<file path="src/rtl/battousai_load_unit.sv">
// Load unit for the multicycle RISC-V datapath: one memory read per load, lane extract and sign/zero extend.
// Optional read watchdog enabled by defining LOAD_TIMEOUT_EN (MAX_WAIT WAIT cycles without mem_ready).
module battousai_load_unit #(
  parameter int MAX_WAIT = 15,
  parameter int CNT_W    = 4
) (
  input  logic        clk,
  input  logic        reset,
  input  logic        start,
  input  logic [31:0] instr,
  input  logic [63:0] eff_addr,
  input  logic [63:0] mem_rdata,
  input  logic        mem_ready,
  output logic [63:0] mem_addr,
  output logic        mem_rd,
  output logic [63:0] load_data,
  output logic        done,
  output logic        busy,
  output logic        err
);

  typedef enum logic [2:0] {IDLE, CHECK, REQ, WAIT, FORMAT, DONE} state_t;

  state_t      state, state_next;
  logic [2:0]  funct3;
  logic [2:0]  addr_lo;
  logic [63:0] rdata;
  logic        accept;
  logic        bad_access;
  logic        timeout;
  logic        unused_instr;

  if (2 ** CNT_W <= MAX_WAIT) begin : g_bad_cfg
    $error("CNT_W too narrow for MAX_WAIT");
  end

  assign unused_instr = ^{instr[31:15], instr[11:7]};
  assign accept       = (state == IDLE) && start && (instr[6:0] == 7'd3);

  // Alignment is checked before FORMAT, so a single byte-granular shift lands every lane at bit 0.
  function automatic logic [63:0] format_lane(input logic [63:0] rd,
                                              input logic [2:0]  f3,
                                              input logic [2:0]  a);
    logic [63:0]        shifted;
    logic signed [7:0]  b;
    logic signed [15:0] h;
    logic signed [31:0] w;
    shifted = rd >> {a, 3'b000};
    b = shifted[7:0];
    h = shifted[15:0];
    w = shifted[31:0];
    case (f3)
      3'd0:    format_lane = {{56{b[7]}}, b};
      3'd1:    format_lane = {{48{h[15]}}, h};
      3'd2:    format_lane = {{32{w[31]}}, w};
      3'd4:    format_lane = {56'd0, b};
      3'd5:    format_lane = {48'd0, h};
      3'd6:    format_lane = {32'd0, w};
      default: format_lane = rd;
    endcase
  endfunction

  always_comb begin
    bad_access = 1'b0;
    case (funct3)
      3'd1, 3'd5: bad_access = addr_lo[0];
      3'd2, 3'd6: bad_access = |addr_lo[1:0];
      3'd3:       bad_access = |addr_lo;
      3'd7:       bad_access = 1'b1;
      default:    bad_access = 1'b0;
    endcase
  end

`ifdef LOAD_TIMEOUT_EN
  logic [CNT_W-1:0] wait_cnt;

  assign timeout = (state == WAIT) && !mem_ready && (wait_cnt == CNT_W'(MAX_WAIT - 1));

  always_ff @(posedge clk or posedge reset) begin
    if (reset) begin
      wait_cnt <= '0;
    end else if (state != WAIT || mem_ready || timeout) begin
      wait_cnt <= '0;
    end else begin
      wait_cnt <= wait_cnt + 1'b1;
    end
  end
`else
  assign timeout = 1'b0;
`endif

  always_ff @(posedge clk or posedge reset) begin
    if (reset) state <= IDLE;
    else       state <= state_next;
  end

  always_comb begin
    state_next = state;
    mem_rd     = 1'b0;
    busy       = 1'b1;
    done       = 1'b0;
    case (state)
      IDLE: begin
        busy = 1'b0;
        if (accept) state_next = CHECK;
      end
      CHECK:  state_next = bad_access ? DONE : REQ;
      REQ: begin
        mem_rd     = 1'b1;
        state_next = WAIT;
      end
      WAIT: begin
        mem_rd = 1'b1;
        if (mem_ready)    state_next = FORMAT;
        else if (timeout) state_next = DONE;
      end
      FORMAT: state_next = DONE;
      DONE: begin
        done       = 1'b1;
        state_next = IDLE;
      end
      default: state_next = IDLE;
    endcase
  end

  always_ff @(posedge clk or posedge reset) begin
    if (reset) begin
      mem_addr  <= '0;
      addr_lo   <= '0;
      funct3    <= '0;
      rdata     <= '0;
      load_data <= '0;
      err       <= 1'b0;
    end else begin
      if (accept) begin
        mem_addr <= {eff_addr[63:3], 3'b000};
        addr_lo  <= eff_addr[2:0];
        funct3   <= instr[14:12];
        err      <= 1'b0;
      end
      if ((state == CHECK && bad_access) || timeout) begin
        err       <= 1'b1;
        load_data <= '0;
      end
      if (state == WAIT && mem_ready) rdata <= mem_rdata;
      if (state == FORMAT) load_data <= format_lane(rdata, funct3, addr_lo);
    end
  end

endmodule
</file>
<file path="config.mk">
export PLATFORM = sky130hd
export DESIGN_NAME = battousai_load_unit
export DESIGN_NICKNAME = d
export VERILOG_FILES = /design/src/rtl/battousai_load_unit.sv
export SDC_FILE = /design/constraint.sdc
export NUM_CORES = 1
export LEC_CHECK = 0
export CAP_MARGIN = 20
export CORE_MARGIN = 2
export CORE_UTILIZATION = 48
export DETAILED_ROUTE_END_ITERATION = 6
export GPL_TIMING_DRIVEN = 1
export PLACE_DENSITY = 0.91
export SYNTH_ARGS = -nofsm -noshare
export SYNTH_HDL_FRONTEND = slang
export SYNTH_SLANG_ARGS = --single-unit
</file>
<file path="constraint.sdc">
create_clock -name clk -period 8.3 [get_ports clk]
set_clock_uncertainty 0.2 [all_clocks]
set_input_delay 0.83 -clock clk [delete_from_list [all_inputs] [get_ports clk]]
set_output_delay 0.83 -clock clk [all_outputs]
set_load 0.01 [all_outputs]
</file>
# Word-level counts from Yosys, hierarchy flattened

Cells that the tools add are included.
Widths: inputs -> output; s select.

Logic and storage cells: 50
Bits of input ports: 164
Output and inout port bits: 132
Register bits: 199

Reduce and logical (&&, ||, !) cells: 14
Muxes and demuxes: 13
Equal/unequal tests: 15
Shift-type cells: 1

Operators with widths:

| kind               | number |
|---|---|
| $pmux 64 s6        | 1 |
| $mux 64            | 2 |
| $shr 64x6->32      | 1 |
| $eq 3x3->1 const B | 6 |
| $pmux 3 s5         | 1 |
| $eq 3x2->1 const B | 4 |
| $mux 3             | 3 |
| $reduce_or 2->1    | 4 |
| $eq 7x2->1 const B | 1 |
| $eq 3x1->1 const B | 2 |
| $logic_not 3->1    | 2 |
| $mux 1             | 5 |
| $logic_and 1x1->1  | 4 |
| $ne 2x2->1 const B | 2 |
| $pmux 1 s4         | 1 |
| $reduce_bool 2->1  | 2 |
| $reduce_or 3->1    | 1 |
| $reduce_and 2->1   | 1 |

# Longest topological paths before layout

Word-level depth: 6
Mapped depth: 9

# Worst setup path after synthesis

OpenSTA, ideal clock, no wires.

Kind: input to register
Start: input instr[5]
End: register mem_addr[59]
Arrival: 1.963 ns
Stages: 5
Path slack: 6.010 ns
Data required time: 7.972 ns
Cell sequence: nor4b_1 nand3_1 buf_2 buf_2 mux2_1

Cells in the longest elaborated chain, start to end: 2

RTL lines:

| what                   | line | RTL |
|---|---|---|
| start: declaration     | 10   | `input logic [31:0] instr,` |
| $eq 7x2->1             | 38   | `assign accept = (state == IDLE) && start && (instr[6:0] == 7'd3);` |
| $logic_and 1x1->1      | 38   |  |
| end signal: assignment | 136  | `mem_addr <= {eff_addr[63:3], 3'b000};` |
| end: declaration       | 14   | `output logic [63:0] mem_addr,` |

Every way passes these cells.
A chain may end at the register's enable or synchronous reset.

# Final worst setup path

Start: register addr_lo[2]
End: register load_data[52]

Cells in the longest elaborated chain, start to end: 4
Elaborated cells on any way between the ends: 7
Those cells by class: 1 x shift; 3 x mux; 3 x reduce/logical

RTL lines:

| what                                                                  | line | RTL |
|---|---|---|
| start: declaration                                                    | 26   | `logic [2:0] addr_lo;` |
| start signal: assignment                                              | 137  | `addr_lo <= eff_addr[2:0];` |
| parallel branches: the longest is 4 deep, another holds $shr 64x6->32 | --   |  |
| end signal: assignment                                                | 146  | `if (state == FORMAT) load_data <= format_lane(rdata, funct3, addr_lo);` |
| end: declaration                                                      | 16   | `output logic [63:0] load_data,` |

Parallel ways; which one is timed is not known.

==> impl_results.md <==
- Cell area power density: 298 nW/um^2
- Total wire length: 28400 microns
- CP startpoint kind: flip-flop
- Max-Slew Margin vs Limit: 29.6%
- Hold Fails Final Rpt: 0
- Yosys cell types: 58
- Vias: 7726
- Post-CTS setup buffers: 0
- Hold WC Path Type: flip-flop to flip-flop
- Synth Cell Area: 9860 sq um
- FILL cells: 1524
- H-tree levels: 4
- DR WL/cell: 21.3 microns
- Endpoints failing setup: 0
- Nets: 1219
- Iter 0 DRT Violations: 626
- WP data required: 8.36 ns
- CTS Sinks: 199
- Core area: 20200 sq um
- Post-synth EDFFs: 0
- Die area: 21700 sq um
- Sw Pwr: 1410 uW
- Setup TNS Final: 0 ns
- Seq/Total Area, Yosys: 50.5%
- Antenna viol nets, final: 0
- # port buffers: 270
- IO Count: 296
- Total chip power: 3920 uW
- Number of diodes: 0
- Area grow syn2layout: 33.3%
- Util after Layout: 65.2%
- Site Rows: 52
- TritonCTS clock tree: yes
- First-pass GRT wire length: 44200 microns
- Vias in the first global route: 7696
- Period utilization: 43.0%
- Global Route Usage Sum: 26.6%
- CTS buffer count: 17
- Total gr overflow: 0
- Pleak: 0.00549 uW
- Die height: 147 microns
- Clk buf depth: 2
- Yosys top cell by area: dfrtp_1
- Combinational share of power: 36.0%
- Starting Density: 48.9%
- Seq pwr share: 43.2%
- Crit path kind: flip-flop to flip-flop
- Switch share: 35.9%
- Mean area per synthesized cell: 12.0 sq um
- Max FO, Critical Path: 35
- # Max-Cap Violations: 0
- Post-Syn Instances: 825
- Die X-Extent: 147 microns
- Critical Path End Type: flip-flop
- Synth Flop Type: dfrtp_1
- First-pass iteration count of the detailed router: 5
- Post-layout min period: 3.57 ns
- Worst hold slack: 0.285 ns
- Initial antenna violation count: 0
- Largest net degree at the start of global routing: 119
- Critical Path AT: 3.63 ns
- Int Power: 2520 uW
- Post-synth ARST share: 100%
- Area contributors post-synth: dfrtp_1 50%, mux2_2 15%, mux2i_1 5.7%
- Detailed Place HPWL: 20600 microns
- Residual DRC: 0
- Post_cts resized: 0
- Status: finished, final reports clean
- Warnings, synthesis: 0
- Share of the synthesized area in the top cell type: 50.5%
- Worst Tran Pin Value: 1.06 ns
- RSZ-0062 raised after global routing: false
- Register bit total from synthesis: 199
- Achievable clock frequency: 280 MHz
- Hold Buf Count CTS: 0
- GP Congestion: 0.869
- Share of cells above drive strength 1: 19.0%
- Slew Viols, Final: 0
- Worst skew pair latency: 0.43 ns
- Via density: 5.77
- Clk pin slew, worst setup/hold paths: 0.08 ns
- Maximum VDD drop: 0.173 mV
- Clk Tree Root Cell: clkbuf_16
- Clock power share: 20.9%
-- Yosys cell counts (7+ instances only) --
library cell / instances
a21o_1: 8
o21ai_0: 54
mux2_2: 130
nand2_1: 62
o22ai_1: 7
o2111ai_1: 7
o21ai_1: 52
mux4_2: 10
a211o_1: 7
mux2i_1: 56
o211ai_1: 7
nor2_1: 29
nor2b_1: 12
buf_6: 9
dfrtp_1: 199
a211oi_1: 7
buf_2: 31
buf_4: 8
nand2b_1: 20
clkbuf_1: 17
a31oi_1: 9
a21oi_1: 8
a32oi_1: 7
a2bb2oi_1: 15
-- layer usage --
metal	vias to the layer above	routed length (microns)	global-route usage (%)
met5	-	0	0
met1	3834	11200	33.7
met3	44	2510	7.20
met4	0	940	9.95
met2	376	13800	44.0
li1	3472	-	-
-- worst max-delay path, stage by stage (launching register included) --
cell and delay (ns):
dfrtp_2 0.79, buf_4 0.42, nand2b_1 0.45, o22ai_2 0.17
o21ai_1 0.19, o2111a_1 0.91, o21ai_1 0.23
-- path summary, 6_finish.rpt --
kind | start | slack, ns | end | cells after the start
worst max register to register | addr_lo[2] | 4.73 | load_data[52] | 6
worst max-delay path | addr_lo[2] | 4.73 | load_data[52] | 6
max in group asynchronous | reset | 5.63 | load_data[42] | 3
worst min-delay path | load_data[12] | 0.28 | load_data[12] | 1
min in group asynchronous | reset | 0.75 | mem_addr[49] | 2
worst min register to register | load_data[12] | 0.28 | load_data[12] | 1
-- cells by family (layout without fill, tap and decap cells) --
| kind of cell | Yosys count | count (layout) | synth area share [%] |
|---|---|---|---|
| other | 1 | 3 | 0.0380 |
| flip-flops | 199 | 199 | 50.5 |
| multiplexers | 203 | 203 | 24.4 |
| AND/OR/NAND/NOR | 144 | 144 | 7.00 |
| AO/OA/AOI/OAI | 203 | 203 | 13.4 |
| buffers and inverters | 75 | 316 | 4.68 |
-- through the flow --
stage | cells | instance area, sq um | setup WS, ns
floorplan | 827 | 9870 | 1.84
global placement | 1306 | 12600 | 4.79
detailed placement | 1306 | 12600 | 4.76
CTS | 1338 | 13100 | 4.76
global route | 1338 | 13100 | 4.48
finish | 1338 | 13100 | 4.73
-- final cells by class --
type	instances	area (sq um)	area share, %
sequential	199	4980	37.9
multi-input combinational	553	4450	33.9
timing repair buffer	280	2780	21.1
clock buffer	18	439	3.34
tap	270	338	2.57
clock inverter	14	136	1.04
inverter	4	22.5	0.171
-- sequential cells by signal, indices dropped and copies added (netlist names) --
name,count
rdata,64
addr_lo,3
state,3
load_data,64
err,1
mem_addr,61
funct3,3
-- cell usage in the layout (no fill, tap or decap), drive strengths merged, types with 12 or more instances in the layout --
master         Yosys  routed
nand2b            20      20
mux4              15      15
mux2i             56      56
dfrtp            199     199
mux2             132     132
a2bb2oi           16      16
o21ai            106     106
clkdlybuf4s50      0     270
nand2             62      62
nor2b             12      12
nor2              29      29
clkbuf            17      18
-- power by group through the flow --
stage / clock, uW / combinational (uW) / sequential (uW)
after floorplan: 0 / 827 / 1590
after global placement: 0 / 1360 / 1680
after detailed placement: 0 / 1410 / 1700
after CTS: 828 / 1420 / 1680
after global routing: 868 / 1540 / 1730
final: 818 / 1410 / 1690
Note: power is estimated with default switching activity, not from simulation.
